### src/rtl/multi_debounce.sv
// Multi-channel button/switch debouncer.
// One prescaler produces a sample tick that every channel shares. Each channel
// has a two-stage synchroniser, polarity correction, a tick-based stability
// filter, rise/fall pulses and a long-press hold flag. All outputs are registered.
module multi_debounce #(
    parameter int CHANNELS     = 2,
    parameter int TICK_DIV     = 60000,
    parameter int STABLE_TICKS = 4,
    parameter int HOLD_TICKS   = 100,
    parameter int ACTIVE_LOW   = 0,
    parameter int RESET_LEVEL  = 0
) (
    input  logic                i_clk,
    input  logic                i_rst,
    input  logic [CHANNELS-1:0] i_input,
    output logic [CHANNELS-1:0] o_level,
    output logic [CHANNELS-1:0] o_rise,
    output logic [CHANNELS-1:0] o_fall,
    output logic [CHANNELS-1:0] o_hold,
    output logic                o_tick
);

    // Counter widths hold the largest value each counter can reach.
    localparam int PRE_W  = (TICK_DIV > 1)     ? $clog2(TICK_DIV)       : 1;
    localparam int STAB_W = (STABLE_TICKS > 1) ? $clog2(STABLE_TICKS)   : 1;
    localparam int HOLD_W = (HOLD_TICKS > 0)   ? $clog2(HOLD_TICKS + 1) : 1;

    localparam logic [PRE_W-1:0]  PRE_LAST  = PRE_W'(TICK_DIV - 1);
    localparam logic [STAB_W-1:0] STAB_LAST = STAB_W'(STABLE_TICKS - 1);
    localparam logic [HOLD_W-1:0] HOLD_MAX  = HOLD_W'(HOLD_TICKS);
    localparam logic              HOLD_EN   = (HOLD_TICKS != 0);

    // Pin-side reset value: the post-polarity reset level seen through the inverter.
    localparam logic              LEVEL_BIT = (RESET_LEVEL != 0);
    localparam logic              POL_BIT   = (ACTIVE_LOW != 0);
    localparam logic              SYNC_BIT  = LEVEL_BIT ^ POL_BIT;
    localparam logic [CHANNELS-1:0] POL_MASK  = {CHANNELS{POL_BIT}};
    localparam logic [CHANNELS-1:0] SYNC_INIT = {CHANNELS{SYNC_BIT}};
    localparam logic [CHANNELS-1:0] LEVEL_INIT = {CHANNELS{LEVEL_BIT}};

    // Prescaler state
    logic [PRE_W-1:0]    pre_cnt_r;
    logic [PRE_W-1:0]    pre_cnt_next_s;
    logic                tick_r;

    // Synchroniser state
    logic [CHANNELS-1:0] sync1_r;
    logic [CHANNELS-1:0] sync2_r;
    logic [CHANNELS-1:0] samp_s;

    // Filter and hold state
    logic [CHANNELS-1:0] level_r;
    logic [CHANNELS-1:0] level_next_s;
    logic [CHANNELS-1:0] accept_s;
    logic [STAB_W-1:0]   stab_r      [CHANNELS];
    logic [STAB_W-1:0]   stab_next_s [CHANNELS];
    logic [HOLD_W-1:0]   hold_cnt_r      [CHANNELS];
    logic [HOLD_W-1:0]   hold_cnt_next_s [CHANNELS];
    logic [CHANNELS-1:0] hold_next_s;

    // Output registers
    logic [CHANNELS-1:0] rise_r;
    logic [CHANNELS-1:0] fall_r;
    logic [CHANNELS-1:0] hold_r;

    // Prescaler next count: wraps from TICK_DIV-1 back to zero.
    always_comb begin
        pre_cnt_next_s = pre_cnt_r;
        if (pre_cnt_r == PRE_LAST) begin
            pre_cnt_next_s = '0;
        end else begin
            pre_cnt_next_s = pre_cnt_r + PRE_W'(1);
        end
    end

    // Prescaler register; the tick is registered so it is high while the count sits at TICK_DIV-1.
    always_ff @(posedge i_clk) begin
        if (i_rst) begin
            pre_cnt_r <= '0;
            tick_r    <= 1'b0;
        end else begin
            pre_cnt_r <= pre_cnt_next_s;
            tick_r    <= (pre_cnt_next_s == PRE_LAST);
        end
    end

    // Two-flop synchroniser per channel, running every clock.
    always_ff @(posedge i_clk) begin
        if (i_rst) begin
            sync1_r <= SYNC_INIT;
            sync2_r <= SYNC_INIT;
        end else begin
            sync1_r <= i_input;
            sync2_r <= sync1_r;
        end
    end

    // Polarity correction after synchronisation.
    assign samp_s = sync2_r ^ POL_MASK;

    // Stability filter: a differing sample must survive STABLE_TICKS ticks without a single agreeing cycle.
    always_comb begin
        level_next_s = level_r;
        accept_s     = '0;
        for (int c = 0; c < CHANNELS; c++) begin
            stab_next_s[c] = stab_r[c];
            if (samp_s[c] == level_r[c]) begin
                stab_next_s[c] = '0;
            end else if (tick_r) begin
                if (stab_r[c] == STAB_LAST) begin
                    level_next_s[c] = samp_s[c];
                    stab_next_s[c]  = '0;
                    accept_s[c]     = 1'b1;
                end else begin
                    stab_next_s[c] = stab_r[c] + STAB_W'(1);
                end
            end else begin
                stab_next_s[c] = stab_r[c];
            end
        end
    end

    // Hold counter: counts ticks while the level is high, saturating; the flag drops with the level.
    always_comb begin
        hold_next_s = '0;
        for (int c = 0; c < CHANNELS; c++) begin
            hold_cnt_next_s[c] = hold_cnt_r[c];
            if (!level_r[c]) begin
                hold_cnt_next_s[c] = '0;
            end else if (tick_r && (hold_cnt_r[c] != HOLD_MAX)) begin
                hold_cnt_next_s[c] = hold_cnt_r[c] + HOLD_W'(1);
            end else begin
                hold_cnt_next_s[c] = hold_cnt_r[c];
            end
            hold_next_s[c] = HOLD_EN && level_next_s[c] && (hold_cnt_next_s[c] == HOLD_MAX);
        end
    end

    // Per-channel state and output registers; reset never creates an edge pulse.
    always_ff @(posedge i_clk) begin
        if (i_rst) begin
            level_r <= LEVEL_INIT;
            rise_r  <= '0;
            fall_r  <= '0;
            hold_r  <= '0;
            for (int c = 0; c < CHANNELS; c++) begin
                stab_r[c]     <= '0;
                hold_cnt_r[c] <= '0;
            end
        end else begin
            level_r <= level_next_s;
            rise_r  <= accept_s & level_next_s;
            fall_r  <= accept_s & ~level_next_s;
            hold_r  <= hold_next_s;
            for (int c = 0; c < CHANNELS; c++) begin
                stab_r[c]     <= stab_next_s[c];
                hold_cnt_r[c] <= hold_cnt_next_s[c];
            end
        end
    end

    assign o_level = level_r;
    assign o_rise  = rise_r;
    assign o_fall  = fall_r;
    assign o_hold  = hold_r;
    assign o_tick  = tick_r;

endmodule

### config.mk
export PLATFORM = sky130hd
export DESIGN_NAME = multi_debounce
export DESIGN_NICKNAME = d
export VERILOG_FILES = /design/src/rtl/multi_debounce.sv
export SDC_FILE = /design/constraint.sdc
export NUM_CORES = 1
export LEC_CHECK = 0
export CORE_ASPECT_RATIO = 0.9
export CORE_MARGIN = 5
export CORE_UTILIZATION = 40
export CTS_BUF_LIST = sky130_fd_sc_hd__clkbuf_4 sky130_fd_sc_hd__clkbuf_8
export CTS_CLUSTER_SIZE = 10
export DETAILED_ROUTE_END_ITERATION = 7
export PLACE_DENSITY = 0.68
export SLEW_MARGIN = 25
export SYNTH_ARGS = -nofsm -noshare
export SYNTH_HDL_FRONTEND = slang
export SYNTH_SLANG_ARGS = --single-unit
### constraint.sdc
create_clock -name i_clk -period 4 [get_ports i_clk]
set_input_delay 0.8 -clock i_clk [delete_from_list [all_inputs] [get_ports i_clk]]
set_output_delay 0.8 -clock i_clk [all_outputs]
set_load 0.1 [all_outputs]
==> summary.txt, run 1 <==
Outcome
  • Status: completed

Die
  • Site Rows: 26
  • Initial Util: 40.5%
  • Die Y: 81.4 um
  • Core footprint: 0.00560 mm2
  • I/O pin total: 13
  • Die ar.: 0.00727 mm2
  • Die X: 89.3 um

Logic synthesis
  • Compound-Gate Fraction of Synth Area: 10.2%
  • Warnings from Yosys: 0
  • Sequential-to-total area share from yosys stat: 41.5%
  • Mapped Cells: 259
  • Synth Net Count: 271
  • Cell Area, Synth: 0.00226 mm2
  • Post-synth ARST share: 0%
  • Largest family of logic cells by synthesized area: simple AND/OR/NAND/NOR gates
  • Post-Syn Area per Cell: 8.74 um2
  • Top_reg_cell synth: dfxtp_1
  • Synth Area in Adders: 4.42%
  • Synth Area in XOR/XNOR: 8.51%
  • Fraction of the mapped netlist area in simple logic gates: around 28%
  • Number of synthesized flops with an enable pin: 0
  • Post-synthesis mux area share: 2.71%
  • #FFs+latches synth: 47
  • Netlist cell types: 51

Worst setup path
  • Critical path arrival: 2.16 ns
  • Max stage delay on crit path: 1.23 ns
  • Top delay family on crit path: buffers and inverters
  • Register-to-Register Path Depth: 6
  • Buffers plus inverters on the worst setup path: 1
  • R2r endpoint: o_tick$_SDFF_PP0_
  • Critical-path maximum fanout: 14
  • Stages on worst setup path: 1
  • Type of origin of the critical path: register
  • Worst Setup End Kind: output port
  • Critical-path top delay cell: clkdlybuf4s50_1
  • Critical path, cell by cell: clkdlybuf4s50_1
  • Reg2Reg Setup Slack: approximately 2.1 ns
  • Setup CP Type: register to output port
  • FF-to-FF Start: pre_cnt_r[0]$_SDFF_PP0_
  • Crit path required time: between 3 and 4 ns

Routing
  • Final ANT Viol Nets: 0
  • Wirelength per Cell: 12.3 um
  • Via/cell ratio: 5.25
  • DRC: 0
  • First-pass DRT Iterations: 4
  • Detailed Route WL: 4200 um
  • Initial drt markers: 73
  • Via count: 1791

Power and ir drop
  • Final Power: slightly below 0.8 mW
  • P_leak: between 0.8 and 0.9 nW
  • Cell area power density: 311 mW/mm2
  • Peak supply drop: 0.203 mV

STA
  • Setup violations, final: 0
  • Final setup TNS: 0 ns
  • Fin crit period: 2.96 ns
  • Worst hold slack: roughly 0.44 ns
  • Max Transition Viols Final: 0
  • Fmax: 338 MHz
  • Clk_skew: 0.00721 ns
  • Final Hold Viols: 0
  • Tightest Pin Transition: 0.968 ns
  • Worst slew margin: 35.3%
  • Slack of the critical path: 1.04 ns
  • RSZ-0062 raised after global routing: false
  • Fin crit share: 74.0%

CTS
  • CTS tree: done
  • Clock transition at path regs: roughly 0.080 ns
  • CTS Buffer Depth: 2
  • Clk root buf: clkbuf_8
  • Post-CTS Hold Buffers: 0
  • Sink Count: 47
  • Setup bufs post-CTS: 0
  • CTS buffer count: 5
  • H-tree level count: 2
  • Post-CTS Resized: 0
  • Clock Latency Late Sink: 0.30 ns

Hold path
  • HP Start: sync1_r[1]$_SDFF_PP0_
  • Hold Path Depth: 1
  • Hold EP: samp_s[1]$_SDFF_PP0_
  • Worst hold path type: register to register

Global routing
  • Largest net degree at the start of global routing: 19
  • Vias in the first global route: 1711
  • Initial antenna violation count: 0
  • Congestion Overflow GR: 0
  • GRT Total Usage: 13.0%
  • First-pass GRT wire length: 7550 um

Final layout
  • Antenna Cells: 0
  • Most frequent cells in the layout: dfxtp_1 (47), nor2_1 (34), nand2_1 (18)
  • Most common cell after layout, fill and taps aside: dfxtp_1
  • Ratio of cells with drive above 1 in the final layout: 7.01%
  • Fin nets: 282
  • Fin area: 0.00251 mm2
  • Layout area overhead: 11.0%

Placement
  • Port Buffer Count: 12
  • Post-place setup slack: ~1.4 ns
  • DP Wirelength: 2950 um
  • GP Congestion: 0.813
  • DP Area: between 0.002 and 0.0025 mm2

Job
  • Max Cap Violations: 0
-- state kept, by name (all words and copies together) (netlist names) --
name and cells:
hold_cnt_r 14, o_fall 2, o_hold 2, o_level 2
o_rise 2, o_tick 1, pre_cnt_r 16, samp_s 2
stab_r 4, sync1_r 2
-- layout make-up --
class	instances	area [um2]
repair buffers	13	128
clock inverters	1	5.00
flip-flops and latches	47	941
inverters	12	45.0
multi-input cells	191	1220
well taps	70	87.6
fillers	555	3080
clock buffers	7	83.8
-- synthesized netlist by cell type, types with 2 or more instances --
cell type	count	area [um2]
dfxtp_1	47	941
nor2_1	34	128
nand2_1	18	67.6
xnor2_1	14	123
nand3_1	13	65.1
inv_1	12	45.0
a21oi_1	10	50.1
ha_1	8	100
nand4_1	8	50.1
nor3_1	8	40.0
xor2_1	8	70.1
and3_1	6	37.5
mux2i_1	5	50.1
o21ai_0	5	25.0
a31oi_1	4	25.0
and2_1	4	25.0
nor2b_1	4	25.0
or3_1	4	25.0
buf_2	3	15.0
nand2b_1	3	18.8
or2_2	3	18.8
a21o_1	2	15.0
and4_1	2	17.5
buf_6	2	22.5
clkbuf_1	2	7.51
nand4b_1	2	17.5
nor4_1	2	12.5
nor4_2	2	25.0
or4_1	2	15.0
-- worst reg2reg max path: stages, from the launching register on --
cell and delay (ns):
dfxtp_1 0.42, ha_1 0.31, nand4_1 0.25, nor2_1 0.26, and3_1 0.25, nand3_1 0.11, a221oi_2 0.27
-- worst max path at each step --
stage	start	end	slack (ns)
5_1_grt	o_tick$_SDFF_PP0_	o_tick	0.91
6_report	o_tick$_SDFF_PP0_	o_tick	1.04
2_1_floorplan	o_tick$_SDFF_PP0_	o_hold[0]$_SDFF_PP0_	1.86
4_1_cts	o_tick$_SDFF_PP0_	o_tick	1.02
3_5_place_dp	o_tick$_SDFF_PP0_	o_tick	1.36
3_3_place_gp	o_tick$_SDFF_PP0_	o_tick	1.38
-- per-layer routing --
layer / GRT usage (%) / part of all wire, % / up-vias / routed length, um
met2: 20.5 / 45 / 31 / 1870
met4: 4.76 / 1.2 / 0 / 51
met5: 0 / 0 / - / 0
met3: 3.45 / 4.7 / 8 / 196
li1: - / - / 927 / -
met1: 16.9 / 50 / 825 / 2080
-- stage by stage --
stage                     utilization, %  instances
after global placement              43.4        333
after floorplan                        -        259
after CTS                           44.9        341
after global routing                44.9        341
after detailed placement            43.4        333
final                               44.9        341
-- cells by family after synthesis --
logic type	after synthesis
AO/OA/AOI/OAI	34
AND/OR/NAND/NOR	121
adder cells (fa/ha/maj)	8
buffers and inverters	21
flip-flops	47
multiplexers	6
XOR/XNOR	22
-- where the power goes --
group	leakage (nW)	switching (mW)	internal, mW
Clock	0.0491	0.152	0.136
Sequential	0.380	0.00473	0.472
Combinational	0.428	0.0100	0.00845
Note: power is estimated with default switching activity, not from simulation.
==> inputs of run 2 (changes only) <==
==> constraint.sdc (replaced) <==
create_clock -name i_clk -period 3 [get_ports i_clk]
set_input_delay 0.6 -clock i_clk [delete_from_list [all_inputs] [get_ports i_clk]]
set_output_delay 0.6 -clock i_clk [all_outputs]
set_load 0.1 [all_outputs]
==> run 2 against run 1 <==
Clock skew grew 0.0025 ns; count of clock-buffer cells in the layout is 1 lower; register-to-register slack lost 1.0 ns; non-clock buffer count unchanged; total power increased by 45%; worst setup slack lost 0.0072 ns; global-route usage shrank 0.39 points; critical path type is now register to register.
==> summary.txt, run 2 (synthesized netlist as in run 1, its figures left out) <==
Placement
  • DP Wirelength: 3060 um
  • Post-place setup slack: between 0.8 and 0.9 ns
  • Port Buffer Count: 12
  • GP Congestion: ~0.83
  • DP Area: about 0.0024 mm2

Routing
  • First-pass DRT Iterations: 4
  • Initial drt markers: 73
  • Final ANT Viol Nets: 0
  • Via count: 1776
  • Wirelength per Cell: 12.1 um
  • Via/cell ratio: 5.21
  • DRC: 0
  • Detailed Route WL: a little over 4000 um

STA
  • Final Hold Viols: 0
  • Worst slew margin: 66.2%
  • Fin crit share: approximately 66%
  • Max Transition Viols Final: 0
  • Fin crit period: 1.97 ns
  • Tightest Pin Transition: ~0.51 ns
  • Slack of the critical path: about 1.0 ns
  • Clk_skew: just under 0.01 ns
  • Fmax: 508 MHz
  • Final setup TNS: 0 ns
  • Setup violations, final: 0
  • Worst hold slack: 0.433 ns
  • RSZ-0062 raised after global routing: false

Die
  • Site Rows: 26
  • Die X: 89.3 um
  • Die ar.: approximately 0.0073 mm2
  • Die Y: 81.4 um
  • Core footprint: 0.00560 mm2
  • I/O pin total: 13
  • Initial Util: approximately 40%

Global routing
  • First-pass GRT wire length: 7370 um
  • Largest net degree at the start of global routing: 18
  • GRT Total Usage: about an eighth
  • Initial antenna violation count: 0
  • Vias in the first global route: 1668
  • Congestion Overflow GR: 0

Hold path
  • Worst hold path type: register to register
  • Hold EP: samp_s[0]$_SDFF_PP0_
  • Hold Path Depth: 1
  • HP Start: sync1_r[0]$_SDFF_PP0_

Final layout
  • Fin area: 0.00252 mm2
  • Layout Utilization: a little under half
  • Most common cell after layout, fill and taps aside: dfxtp_1
  • Ratio of cells with drive above 1 in the final layout: 10.3%
  • Antenna Cells: 0
  • Layout area overhead: 11.3%
  • Most frequent cells in the layout: dfxtp_1 (47), nor2_1 (34), nand2_1 (18)
  • Largest registers: pre_cnt_r: 16 flops, hold_cnt_r: 14 flops, stab_r: 4 flops
  • Top reg by flops: pre_cnt_r
  • Number of flip-flops in the largest register: 16
  • Fin nets: 282

CTS
  • Setup bufs post-CTS: 0
  • CTS Buffer Depth: 2
  • Post-CTS Resized: 0
  • Clock Latency Late Sink: 0.30 ns
  • Sink Count: between 40 and 50
  • Clk root buf: clkbuf_8
  • CTS tree: done
  • H-tree level count: 2
  • CTS buffer count: 5
  • Post-CTS Hold Buffers: 0
  • Clock transition at path regs: ~0.08 ns

Power and ir drop
  • Sequential share of power: between 50% and 60%
  • Net Sw Power: 0.223 mW
  • Logic pwr share: 2.2%
  • Peak supply drop: about 0.21 mV
  • Internal Pwr Total: 0.910 mW
  • Cell area power density: around 450 mW/mm2
  • P_leak: 0.887 nW
  • Clock share of power: 41.7%
  • Net Sw Frac: 19.7%

Worst setup path
  • FF-to-FF Start: pre_cnt_r[0]$_SDFF_PP0_
  • Critical-path maximum fanout: 6
  • Setup CP Type: register to register
  • Worst Setup End Kind: register
  • R2r endpoint: o_tick$_SDFF_PP0_
  • Reg2Reg Setup Slack: between 1 and 1.5 ns
  • Critical path arrival: 2.17 ns
  • Type of origin of the critical path: register
  • Register-to-Register Path Depth: 6
  • Crit path required time: around 3.2 ns

Outcome
  • Status: completed

Job
  • Max Cap Violations: 0
-- run 2: cell count changes in the layout (fill, tap and decap cells not counted) --
cell | previous run | this run
clkdlybuf4s50_1 | 12 | 3
buf_4 | 1 | 10
bufinv_16 | 0 | 1
clkbuf_8 | 5 | 6
clkbuf_4 | 2 | 0
-- run 2: through the flow --
stage,total power [mW],std cells
finish,1.13,341
CTS,1.15,341
global route,1.18,341
detailed placement,0.675,333
global placement,0.675,333
floorplan,0.667,259
-- run 2: how the worst max path moves through the flow --
stage / start / end / slack, ns / cells past startpoint
floorplan: o_tick$_SDFF_PP0_ / o_hold[0]$_SDFF_PP0_ / 0.86 / 5
global placement: i_rst / o_tick$_SDFF_PP0_ / 0.85 / 5
detailed placement: i_rst / o_tick$_SDFF_PP0_ / 0.83 / 5
CTS: o_tick$_SDFF_PP0_ / o_tick / 1.05 / 1
global route: pre_cnt_r[0]$_SDFF_PP0_ / o_tick$_SDFF_PP0_ / 0.84 / 6
finish: pre_cnt_r[0]$_SDFF_PP0_ / o_tick$_SDFF_PP0_ / 1.03 / 6
-- run 2: critical path: stages (launching register included) --
cell	delay (ns)
dfxtp_1	0.43
ha_1	0.31
nand4_1	0.25
nor2_1	0.26
and3_1	0.24
nand3_1	0.10
a221oi_2	0.28
-- run 2: power by group through the flow --
| stage | clock (mW) | combinational (mW) | sequential [mW] |
|---|---|---|---|
| final | 0.473 | 0.0249 | 0.635 |
| after global routing | 0.517 | 0.0290 | 0.637 |
| after CTS | 0.493 | 0.0255 | 0.635 |
| after detailed placement | 0 | 0.0254 | 0.650 |
| after global placement | 0 | 0.0255 | 0.650 |
| after floorplan | 0 | 0.0184 | 0.649 |
-- run 2: layer usage --
metal	share of wire, %	vias up	wire, um	GRT usage (%)
met5	0	-	0	0
met4	1.1	0	45	3.27
met3	3.9	7	161	3.04
met2	45	26	1840	20.6
met1	50	814	2090	16.5
li1	-	929	-	-
-- run 2: layout make-up --
| type | count | area [um2] |
|---|---|---|
| clock buffers | 6 | 82.6 |
| clock inverters | 2 | 35.0 |
| fillers | 552 | 3070 |
| inverters | 12 | 45.0 |
| multi-input cells | 191 | 1220 |
| flip-flops and latches | 47 | 941 |
| well taps | 70 | 87.6 |
| repair buffers | 13 | 105 |
==> inputs of run 3 (changes only) <==
==> constraint.sdc (replaced) <==
create_clock -name i_clk -period 2 [get_ports i_clk]
set_input_delay 0.4 -clock i_clk [delete_from_list [all_inputs] [get_ports i_clk]]
set_output_delay 0.4 -clock i_clk [all_outputs]
set_load 0.1 [all_outputs]
==> run 3 against run 2 <==
Total power rose by 41%; sequential cell count did not move; core utilization increased by 1.6 points; register-to-register slack got worse by 0.87 ns; highest routed layer unchanged.
==> summary.txt, run 3 (synthesized netlist as in run 1, its figures left out) <==
Outcome
  • Status: completed

CTS
  • Clock transition at path regs: 0.09 ns
  • CTS Buffer Depth: 2
  • CTS buffer count: 5
  • CTS tree: done
  • Clk root buf: clkbuf_8
  • Sink Count: 47
  • H-tree level count: 2
  • Clock Latency Late Sink: 0.30 ns
  • Post-CTS Hold Buffers: 0

Final layout
  • Most frequent cells in the layout: dfxtp_1 (46), nor2_1 (34), nand2_1 (18)
  • Largest registers: pre_cnt_r: 16 flops, hold_cnt_r: 14 flops, stab_r: 4 flops
  • Layout fillers: 559
  • Antenna Cells: 0
  • Layout area overhead: 15.3%
  • Final cell count without fillers: 350
  • Fin nets: slightly below 300
  • Top reg by flops: pre_cnt_r
  • Ratio of cells with drive above 1 in the final layout: between 10 and 15%
  • Number of flip-flops in the largest register: 16
  • Most common cell after layout, fill and taps aside: dfxtp_1

Placement
  • Port Buffer Count: 12
  • GP Congestion: 0.811
  • Placed insts: 342
  • DP Wirelength: 3230 um

Die
  • Core footprint: ~0.0056 mm2
  • Initial Util: 40.5%
  • Site Rows: 26
  • Die X: 89.3 um
  • Die Y: 81.4 um
  • Die ar.: 0.00727 mm2
  • I/O pin total: 13

Global routing
  • Initial antenna violation count: 0
  • GRT Total Usage: 13.2%
  • Largest net degree at the start of global routing: 18
  • First-pass GRT wire length: ~7600 um
  • Congestion Overflow GR: 0
  • Vias in the first global route: 1736

STA
  • Tightest Pin Transition: 0.424 ns
  • Fin crit period: between 1.5 and 2 ns
  • Clk_skew: 0.00553 ns
  • Worst slew margin: between 70% and 80%
  • Setup violations, final: 0
  • Max Transition Viols Final: 0
  • Fmax: between 500 and 600 MHz
  • Fin crit share: 92.1%
  • Final setup TNS: 0 ns
  • Final Hold Viols: 0
  • RSZ-0062 raised after global routing: false

Power and ir drop
  • P_leak: about 0.93 nW
  • Cell area power density: around 610 mW/mm2
  • Peak supply drop: roughly 0.4 mV

Routing
  • First-pass DRT Iterations: 4
  • DRC: 0
  • Initial drt markers: 66
  • Via/cell ratio: 5.18
  • Final ANT Viol Nets: 0
  • Via count: 1813
  • Detailed Route WL: 4400 um
  • Wirelength per Cell: 12.6 um

Job
  • Max Cap Violations: 0

Worst setup path
  • Crit path required time: approximately 2.2 ns
  • Worst Setup End Kind: register
  • Top delay family on crit path: compound AO/OA/AOI/OAI gates
  • Critical path arrival: between 2 and 2.5 ns
  • Setup CP Type: register to register
  • Max stage delay on crit path: 0.39 ns
  • Buffers plus inverters on the worst setup path: 1
  • Critical path, cell by cell: inv_1 > ha_1 > and4b_1 > a31o_2 > mux2_2 > o2111ai_1 > a211oi_1
  • Critical-path maximum fanout: 4
  • Critical-path top delay cell: dfxtp_1
  • Type of origin of the critical path: register

Hold path
  • Worst hold path type: register to register
## run 3: power breakdown
part           switching [mW]  internal [mW]  leakage, nW  total, mW
combinational          0.0216         0.0186        0.499     0.0401
clock                   0.323          0.282       0.0474      0.605
sequential            0.00960          0.944        0.380      0.953
## run 3: layout make-up
type / count / area (um2) / share of cell area [%]
Clock buffer: 6 / 82.6 / 3.16
Clock inverter: 2 / 16.3 / 0.623
Inverter: 12 / 45.0 / 1.72
Multi-Input combinational cell: 191 / 1230 / 47.0
Sequential cell: 47 / 942 / 36.1
Tap cell: 70 / 87.6 / 3.35
Timing Repair Buffer: 22 / 210 / 8.05
## run 3: final timing paths
kind / slack (ns) / cells past startpoint / end / from
worst max register to register: 0.16 / 7 / o_hold[0]$_SDFF_PP0_ / hold_cnt_r[0][0]$_SDFF_PP0_
worst min-delay path: 0.44 / 1 / samp_s[0]$_SDFF_PP0_ / sync1_r[0]$_SDFF_PP0_
worst max-delay path: 0.16 / 7 / o_hold[0]$_SDFF_PP0_ / hold_cnt_r[0][0]$_SDFF_PP0_
worst min register to register: 0.44 / 1 / samp_s[0]$_SDFF_PP0_ / sync1_r[0]$_SDFF_PP0_
## run 3: metal layers
layer | GRT usage (%) | wire length [um]
met1 | 17.3 | 2190
met2 | 20.9 | 1920
met3 | 4.36 | 236
met4 | 3.27 | 41
met5 | 0 | 0
## run 3: stage by stage
step	worst slack, ns	utilization, %	area, um2	power, mW	hold WS, ns
2_1_floorplan	0.136	-	2270	1.00	0.414
3_3_place_gp	0.0794	44.9	2510	1.01	0.417
3_5_place_dp	0.0496	44.9	2510	1.01	0.428
4_1_cts	0.165	46.6	2610	1.62	0.450
5_1_grt	0.0113	46.7	2610	1.68	0.467
6_report	0.157	46.7	2610	1.60	0.445
## run 3: worst reg2reg max path, cell delays in order (launching register included)
cell and delay (ns):
dfxtp_1 0.39, inv_1 0.10, ha_1 0.22, and4b_1 0.21
a31o_2 0.29, mux2_2 0.23, o2111ai_1 0.12, a211oi_1 0.20
## run 3: repair_timing
action                                  CTS  global route
buffers inserted                          0             0
endpoints found under the setup margin    0             1
gates resized for setup                   0             1
hold endpoints to repair                  0             0
